[src/rtl/pong_pkg.sv]
// Shared types and screen geometry for the pong paddle logic.
package pong_pkg;

   typedef enum logic [1:0] {
      P_IDLE,
      P_RAMP,
      P_CRUISE
   } paddle_state_t;

   typedef enum logic [1:0] {
      DIR_NONE,
      DIR_UP,
      DIR_DOWN
   } paddle_dir_t;

   localparam int Y_MIN    = 20;
   localparam int Y_MAX    = 461;
   localparam int Y_CENTER = 240;

endpackage

[src/rtl/paddle_array_if.sv]
// Control inputs and paddle geometry outputs shared between the game logic and the paddle array.
interface paddle_array_if #(
   parameter int NUM_PADDLES = 2
);

   logic                      round_reset;
   logic                      freeze;
   logic [NUM_PADDLES-1:0]    up_key;
   logic [NUM_PADDLES-1:0]    down_key;
   logic [NUM_PADDLES-1:0]    cpu_mode;
   logic [9:0]                ball_y;
   logic [10*NUM_PADDLES-1:0] paddle_y;
   logic [10*NUM_PADDLES-1:0] paddle_x;
   logic [9:0]                paddle_len;
   logic [9:0]                paddle_w;
   logic [NUM_PADDLES-1:0]    moving;

   modport master (
      output round_reset, freeze, up_key, down_key, cpu_mode, ball_y,
      input  paddle_y, paddle_x, paddle_len, paddle_w, moving
   );

   modport slave (
      input  round_reset, freeze, up_key, down_key, cpu_mode, ball_y,
      output paddle_y, paddle_x, paddle_len, paddle_w, moving
   );

endinterface

[src/rtl/paddle_axis.sv]
// One paddle: direction request, speed-ramp FSM and clamped vertical position.
module paddle_axis
   import pong_pkg::*;
#(
   parameter int Y_MIN        = pong_pkg::Y_MIN,
   parameter int Y_MAX        = pong_pkg::Y_MAX,
   parameter int Y_CENTER     = pong_pkg::Y_CENTER,
   parameter int HALF_LEN     = 35,
   parameter int STEP_MIN     = 2,
   parameter int STEP_INC     = 2,
   parameter int STEP_MAX     = 8,
   parameter int RAMP_FRAMES  = 4,
   parameter int CPU_DEADBAND = 4
) (
   input  logic       frame_clk,
   input  logic       Reset,
   input  logic       round_reset,
   input  logic       freeze,
   input  logic       up_key,
   input  logic       down_key,
   input  logic       cpu_mode,
   input  logic [9:0] ball_y,
   output logic [9:0] paddle_y,
   output logic       moving
);

   localparam logic signed [10:0] Y_LO     = 11'(Y_MIN + HALF_LEN);
   localparam logic signed [10:0] Y_HI     = 11'(Y_MAX - HALF_LEN);
   localparam logic signed [10:0] DEADBAND = 11'(CPU_DEADBAND);
   localparam logic [9:0]         Y_CTR    = 10'(Y_CENTER);
   localparam logic [9:0]         SPD_MIN  = 10'(STEP_MIN);
   localparam logic [9:0]         SPD_INC  = 10'(STEP_INC);
   localparam logic [9:0]         SPD_MAX  = 10'(STEP_MAX);
   localparam logic [9:0]         RAMP_CNT = 10'(RAMP_FRAMES);

   paddle_state_t     state_q, state_d;
   paddle_dir_t       dir_q, dir_d, req;
   logic [9:0]        speed_q, speed_d;
   logic [9:0]        count_q, count_d;
   logic [9:0]        y_q, y_d;
   logic              moving_q, moving_d;
   logic signed [10:0] y_s, ball_s, y_next;

   assign y_s    = signed'({1'b0, y_q});
   assign ball_s = signed'({1'b0, ball_y});

   // CPU tracking ignores the keys; conflicting manual keys cancel out.
   always_comb begin
      req = DIR_NONE;
      if (cpu_mode) begin
         if (ball_s > y_s + DEADBAND) begin
            req = DIR_DOWN;
         end else if (ball_s < y_s - DEADBAND) begin
            req = DIR_UP;
         end
      end else if (down_key && !up_key) begin
         req = DIR_DOWN;
      end else if (up_key && !down_key) begin
         req = DIR_UP;
      end
   end

   always_comb begin
      state_d  = state_q;
      dir_d    = dir_q;
      speed_d  = speed_q;
      count_d  = count_q;
      y_d      = y_q;
      moving_d = 1'b0;
      y_next   = y_s;
      if (!freeze) begin
         if (req == DIR_NONE) begin
            state_d = P_IDLE;
            dir_d   = DIR_NONE;
            speed_d = '0;
            count_d = '0;
         end else begin
            if (state_q == P_IDLE || req != dir_q) begin
               speed_d = SPD_MIN;
               count_d = 10'd1;
            end else if (state_q == P_RAMP) begin
               if (count_q == RAMP_CNT) begin
                  speed_d = (speed_q + SPD_INC > SPD_MAX) ? SPD_MAX : speed_q + SPD_INC;
                  count_d = 10'd1;
               end else begin
                  count_d = count_q + 10'd1;
               end
            end
            dir_d   = req;
            state_d = (speed_d >= SPD_MAX) ? P_CRUISE : P_RAMP;
            // Move by the freshly selected speed so a new request moves on the same edge.
            y_next  = (req == DIR_DOWN) ? y_s + signed'({1'b0, speed_d})
                                        : y_s - signed'({1'b0, speed_d});
            if (y_next < Y_LO) begin
               y_next = Y_LO;
            end else if (y_next > Y_HI) begin
               y_next = Y_HI;
            end
            y_d      = y_next[9:0];
            moving_d = (y_d != y_q);
         end
      end
   end

   always_ff @(posedge frame_clk) begin
      if (Reset || round_reset) begin
         state_q  <= P_IDLE;
         dir_q    <= DIR_NONE;
         speed_q  <= '0;
         count_q  <= '0;
         y_q      <= Y_CTR;
         moving_q <= 1'b0;
      end else begin
         state_q  <= state_d;
         dir_q    <= dir_d;
         speed_q  <= speed_d;
         count_q  <= count_d;
         y_q      <= y_d;
         moving_q <= moving_d;
      end
   end

   assign paddle_y = y_q;
   assign moving   = moving_q;

endmodule

[src/rtl/paddle_array.sv]
// Array of independent paddles sharing one frame clock, reset, pause and ball position.
module paddle_array
   import pong_pkg::*;
#(
   parameter int                      NUM_PADDLES  = 2,
   parameter int                      Y_MIN        = pong_pkg::Y_MIN,
   parameter int                      Y_MAX        = pong_pkg::Y_MAX,
   parameter int                      HALF_LEN     = 35,
   parameter int                      PAD_W        = 2,
   parameter int                      Y_CENTER     = pong_pkg::Y_CENTER,
   parameter logic [10*NUM_PADDLES-1:0] X_POS      = {10'd550, 10'd60},
   parameter int                      STEP_MIN     = 2,
   parameter int                      STEP_INC     = 2,
   parameter int                      STEP_MAX     = 8,
   parameter int                      RAMP_FRAMES  = 4,
   parameter int                      CPU_DEADBAND = 4
) (
   input logic           frame_clk,
   input logic           Reset,
   paddle_array_if.slave bus
);

   if (STEP_MIN == 0 || STEP_MAX < STEP_MIN || 2 * HALF_LEN > Y_MAX - Y_MIN) begin : g_bad_cfg
      $error("paddle_array: invalid speed ramp or paddle length configuration");
   end

   logic [10*NUM_PADDLES-1:0] y_all;
   logic [NUM_PADDLES-1:0]    moving_all;

   for (genvar i = 0; i < NUM_PADDLES; i++) begin : g_pad
      paddle_axis #(
         .Y_MIN        (Y_MIN),
         .Y_MAX        (Y_MAX),
         .Y_CENTER     (Y_CENTER),
         .HALF_LEN     (HALF_LEN),
         .STEP_MIN     (STEP_MIN),
         .STEP_INC     (STEP_INC),
         .STEP_MAX     (STEP_MAX),
         .RAMP_FRAMES  (RAMP_FRAMES),
         .CPU_DEADBAND (CPU_DEADBAND)
      ) u_axis (
         .frame_clk   (frame_clk),
         .Reset       (Reset),
         .round_reset (bus.round_reset),
         .freeze      (bus.freeze),
         .up_key      (bus.up_key[i]),
         .down_key    (bus.down_key[i]),
         .cpu_mode    (bus.cpu_mode[i]),
         .ball_y      (bus.ball_y),
         .paddle_y    (y_all[10*i +: 10]),
         .moving      (moving_all[i])
      );
   end

   assign bus.paddle_y   = y_all;
   assign bus.moving     = moving_all;
   assign bus.paddle_x   = X_POS;
   assign bus.paddle_len = 10'(HALF_LEN);
   assign bus.paddle_w   = 10'(PAD_W);

endmodule

[src/flat_wrapper.sv]
// flat-port wrapper written by rule: the top's interface ports become plain ports
module paddle_array_flat import pong_pkg::*;
#(
   parameter int                      NUM_PADDLES  = 2,
   parameter int                      Y_MIN        = pong_pkg::Y_MIN,
   parameter int                      Y_MAX        = pong_pkg::Y_MAX,
   parameter int                      HALF_LEN     = 35,
   parameter int                      PAD_W        = 2,
   parameter int                      Y_CENTER     = pong_pkg::Y_CENTER,
   parameter logic [10*NUM_PADDLES-1:0] X_POS      = {10'd550, 10'd60},
   parameter int                      STEP_MIN     = 2,
   parameter int                      STEP_INC     = 2,
   parameter int                      STEP_MAX     = 8,
   parameter int                      RAMP_FRAMES  = 4,
   parameter int                      CPU_DEADBAND = 4
)
  (frame_clk, Reset, bus_round_reset, bus_freeze, bus_up_key, bus_down_key, bus_cpu_mode, bus_ball_y, bus_paddle_y, bus_paddle_x, bus_paddle_len, bus_paddle_w, bus_moving);
  paddle_array_if #(.NUM_PADDLES(NUM_PADDLES)) bus_i ();
  input logic frame_clk;
  input logic Reset;
  input wire logic [$bits(bus_i.round_reset)-1:0] bus_round_reset;
  input wire logic [$bits(bus_i.freeze)-1:0] bus_freeze;
  input wire logic [$bits(bus_i.up_key)-1:0] bus_up_key;
  input wire logic [$bits(bus_i.down_key)-1:0] bus_down_key;
  input wire logic [$bits(bus_i.cpu_mode)-1:0] bus_cpu_mode;
  input wire logic [$bits(bus_i.ball_y)-1:0] bus_ball_y;
  output wire logic [$bits(bus_i.paddle_y)-1:0] bus_paddle_y;
  output wire logic [$bits(bus_i.paddle_x)-1:0] bus_paddle_x;
  output wire logic [$bits(bus_i.paddle_len)-1:0] bus_paddle_len;
  output wire logic [$bits(bus_i.paddle_w)-1:0] bus_paddle_w;
  output wire logic [$bits(bus_i.moving)-1:0] bus_moving;
  assign bus_i.round_reset = bus_round_reset;
  assign bus_i.freeze = bus_freeze;
  assign bus_i.up_key = bus_up_key;
  assign bus_i.down_key = bus_down_key;
  assign bus_i.cpu_mode = bus_cpu_mode;
  assign bus_i.ball_y = bus_ball_y;
  assign bus_paddle_y = bus_i.paddle_y;
  assign bus_paddle_x = bus_i.paddle_x;
  assign bus_paddle_len = bus_i.paddle_len;
  assign bus_paddle_w = bus_i.paddle_w;
  assign bus_moving = bus_i.moving;
  paddle_array #(.NUM_PADDLES(NUM_PADDLES), .Y_MIN(Y_MIN), .Y_MAX(Y_MAX), .HALF_LEN(HALF_LEN), .PAD_W(PAD_W), .Y_CENTER(Y_CENTER), .X_POS(X_POS), .STEP_MIN(STEP_MIN), .STEP_INC(STEP_INC), .STEP_MAX(STEP_MAX), .RAMP_FRAMES(RAMP_FRAMES), .CPU_DEADBAND(CPU_DEADBAND)) u_core (.frame_clk(frame_clk), .Reset(Reset), .bus(bus_i));
endmodule
[config.mk]
export PLATFORM = sky130hd
export DESIGN_NAME = paddle_array_flat
export DESIGN_NICKNAME = d
export VERILOG_FILES = /design/src/rtl/pong_pkg.sv /design/src/rtl/paddle_array_if.sv /design/src/rtl/paddle_axis.sv /design/src/rtl/paddle_array.sv /design/src/flat_wrapper.sv
export SDC_FILE = /design/constraint.sdc
export NUM_CORES = 1
export LEC_CHECK = 0
export CORE_ASPECT_RATIO = 0.6
export CORE_MARGIN = 1.5
export CORE_UTILIZATION = 35
export CTS_CLUSTER_DIAMETER = 50
export CTS_CLUSTER_SIZE = 30
export DETAILED_ROUTE_END_ITERATION = 10
export GPL_TIMING_DRIVEN = 0
export SYNTH_ARGS = -nofsm -noshare
export SYNTH_HDL_FRONTEND = slang
export SYNTH_SLANG_ARGS = --single-unit
[constraint.sdc]
create_clock -name frame_clk -period 17.8 [get_ports frame_clk]
set_clock_uncertainty 0.15 [all_clocks]
set_input_delay 3.56 -clock frame_clk [delete_from_list [all_inputs] [get_ports frame_clk]]
set_output_delay 3.56 -clock frame_clk [all_outputs]
set_load 0.01 [all_outputs]
==> out/results.ini <==
[run_status]
outcome=finished, final reports clean

[global_route]
grt_pass1_vias=6270
pin_count_of_the_biggest_net_entering_global_routing=14
grtUsageTotal_pct=19.5
grt_first_pass_wirelength_mm=34.1
grt_remaining_overflow=0
antenna_found_initial=1

[critical_path]
regToRegSetupSlack_ns=9.38
timing_worst_setup_path_type=input pin to flop
critical_path_peak_fanout=8
worst-endpoint-arrival_ns=10.97
critPathLaunchType=input pin
crit_slowest_cell=sky130_fd_sc_hd__a211oi_1
worstPathRequired_ns=17.90
worst_path_max_stage_delay_ns=0.73
timing.critical_path.to_type=flop

[timing]
finalSetupViolations=0
fin_setup_tns_ns=0
layout_worst_path_cycle_share_pct=61.0
timing.final.max_slew_violations=0
final_hold_viol_count=0
timing_limited_maximum_frequency_mhz=92.0
grt_setup_unrepaired=false
final_period_minus_worst_setup_slack_ns=10.86
timing_worst_slew_pin_value_ns=0.802
timing.slew.headroom_pct=46.3

[cts]
clkTransAtPathRegs_ns=0.06
tritoncts=built
clock_sinks=70
htree_num_levels=3
cts_buffers=9
clk_latency_ns=0.34
post-cts-setup-buffer-count=0
ctsLongestPathBuffers=2
cts_hold_buf=0
post_cts.resized_instances=0
clk_root_buffer_cell=sky130_fd_sc_hd__clkbuf_16

[logic_synthesis]
synth_top_cell_area_share_pct=18.8
synth.yosys.seq_area_share_pct=18.8
syn_avg_cell_area_um2=7.42
synth_edf_count=0
synth.top_cells.by_count=102 x sky130_fd_sc_hd__nor2_1, 80 x sky130_fd_sc_hd__a21oi_1, 71 x sky130_fd_sc_hd__nand2_1
synth_flop_cell=sky130_fd_sc_hd__dfxtp_1
synth.lib_cells_used.distinct=83
synthesis.yosys.warnings=0
synth_top_cells_by_area=sky130_fd_sc_hd__dfxtp_1 19%, sky130_fd_sc_hd__ha_1 12%, sky130_fd_sc_hd__a21oi_1 5.4%
asyncSetResetFlopFracSynth_pct=0
synthCells=1005
synth_most_common_cell=sky130_fd_sc_hd__nor2_1
post_synth_instance_area_um2=7450
ys_seq_elements=70
post-synth-top-area-cell=sky130_fd_sc_hd__dfxtp_1

[floorplan]
design.die.area_um2=22200
core.rowCount=41
coreArea_um2=20900
die-height_um=116
die_w_um=191
boundaryPins=82
initial_core_util_pct=35.6

[final_layout]
final_core_util_pct=41.4
share_of_layout_cells_above_drive_strength_1_pct=7.37
flow.area_growth_from_synthesis_pct=16.1
nFillCells=2188
num-nets-final=1186

[job]
maxCapViolations=0

[placement]
place.port_buffers=40
post-dp-hpwl_mm=17.0
globalplace.congestion=0.917

[routing]
drt-vias-per-instance=5.35
finalWirelength_mm=21.5
drt_iter0_drc=584
post_drt_wl_per_cell_um=15.6
postRouteAntennaNets=0
detailroute.via_count=7375
drt_first_pass_iters=5
detail_route.drc_violations=0

[pwr]
worst_ir_drop_vdd_mv=0.0423
power.density_cell_area_nw_per_um2=68.1
power.static_leakage_nw=3.43

[min_path]
hold_class=flop to flop

==> kinds of logic after synthesis <==
logic type                 share of synthesized area, %
AOI/OAI and AO/OA                                  25.3
muxes                                              1.11
DFF                                                18.8
xor gates and xnor gates                           8.69
buffers and inverters                              8.93
adders and majority gates                          12.3
other                                             0.101
and+or+nand+nor                                    24.8
==> per-stage QoR <==
step	hold WS (ns)	cell area, µm²	worst slack, ns	total power, mW	std cells
2_1_floorplan	0.296	7600	8.64	0.339	1043
3_3_place_gp	0.336	8350	6.80	0.393	1362
3_5_place_dp	0.343	8350	6.85	0.394	1362
4_1_cts	0.353	8650	7.17	0.588	1378
5_1_grt	0.405	8650	6.42	0.625	1378
6_report	0.360	8660	6.94	0.590	1379
==> worst max-delay path: cells and delay by family <==
family / cells / cell delay (ns)
and+or+nand+nor: 9 / 2.04
muxes: 1 / 0.33
AOI/OAI and AO/OA: 10 / 2.82
xor gates and xnor gates: 2 / 0.43
buffers and inverters: 4 / 0.92
adders and majority gates: 3 / 0.87
==> state kept, by name (all words and copies together), names as in the netlist <==
register / count
u_core.g_pad.u_axis.moving: 2
u_core.g_pad.u_axis.speed_q: 20
u_core.g_pad.u_axis.dir_q: 4
u_core.g_pad.u_axis.count_q: 20
u_core.g_pad.u_axis.state_q: 4
u_core.g_pad.u_axis.paddle_y: 20
==> metal layers <==
layer  GRT usage, %  part of all wire [%]  up-vias  wire (µm)
met4           2.76                  0.65        0        139
met3           4.48                   8.2       11       1760
met5              0                     0        -          0
li1               -                     -     3749          -
met1           32.2                    55     3369      11800
met2           24.5                    36      246       7800
==> layout by cell type, fill, tap and decap left out, types with 5 or more instances in the layout <==
| cell type | n |
|---|---|
| sky130_fd_sc_hd__clkdlybuf4s50_1 | 40 |
| sky130_fd_sc_hd__a21o_1 | 21 |
| sky130_fd_sc_hd__a211oi_1 | 16 |
| sky130_fd_sc_hd__or3_1 | 13 |
| sky130_fd_sc_hd__mux2i_1 | 6 |
| sky130_fd_sc_hd__clkbuf_16 | 9 |
| sky130_fd_sc_hd__nand2b_1 | 12 |
| sky130_fd_sc_hd__nor2b_1 | 5 |
| sky130_fd_sc_hd__o21ai_0 | 60 |
| sky130_fd_sc_hd__and2_1 | 18 |
| sky130_fd_sc_hd__nand2_1 | 71 |
| sky130_fd_sc_hd__nor2_1 | 102 |
| sky130_fd_sc_hd__xor2_1 | 31 |
| sky130_fd_sc_hd__dfxtp_1 | 70 |
| sky130_fd_sc_hd__a31oi_1 | 18 |
| sky130_fd_sc_hd__o31ai_1 | 7 |
| sky130_fd_sc_hd__buf_4 | 42 |
| sky130_fd_sc_hd__nand3_1 | 40 |
| sky130_fd_sc_hd__a41oi_1 | 5 |
| sky130_fd_sc_hd__clkbuf_1 | 43 |
| sky130_fd_sc_hd__ha_1 | 70 |
| sky130_fd_sc_hd__o21bai_1 | 8 |
| sky130_fd_sc_hd__nand4_1 | 15 |
| sky130_fd_sc_hd__a21oi_1 | 80 |
| sky130_fd_sc_hd__xnor2_1 | 43 |
| sky130_fd_sc_hd__inv_1 | 45 |
| sky130_fd_sc_hd__o21a_1 | 7 |
| sky130_fd_sc_hd__conb_1 | 40 |
| sky130_fd_sc_hd__nor3_1 | 28 |
| sky130_fd_sc_hd__nor4_1 | 6 |
| sky130_fd_sc_hd__and3_1 | 17 |
==> power breakdown <==
| group | leakage [nW] | switching, mW | total [mW] | internal (mW) |
|---|---|---|---|---|
| registers | 0.566 | 0.00560 | 0.166 | 0.160 |
| clock network | 0.149 | 0.0791 | 0.192 | 0.113 |
| logic | 2.72 | 0.140 | 0.232 | 0.0916 |
| total | 3.43 | 0.225 | 0.590 | 0.365 |
==> layout make-up <==
type	count	area [µm²]	share of cell area [%]
flip-flops and latches	70	1400	16.2
clock inverters	6	68.8	0.795
repair buffers	40	400	4.62
well taps	279	349	4.03
plain buffers	88	497	5.74
inverters	45	169	1.95
multi-input cells	840	5530	63.9
clock buffers	10	239	2.76
diodes	1	2.50	0.0289
==> worst paths after layout <==
kind	depth (start not counted)	to	startpoint
setup / recovery	29	u_core.g_pad[0].u_axis.moving	bus_ball_y[3]
hold / removal	2	u_core.g_pad[0].u_axis.speed_q[0]	u_core.g_pad[0].u_axis.speed_q[0]
setup reg to reg	32	u_core.g_pad[0].u_axis.moving	u_core.g_pad[0].u_axis.paddle_y[4]
hold reg to reg	2	u_core.g_pad[0].u_axis.speed_q[0]	u_core.g_pad[0].u_axis.speed_q[0]
Note: power is estimated with default switching activity, not from simulation.
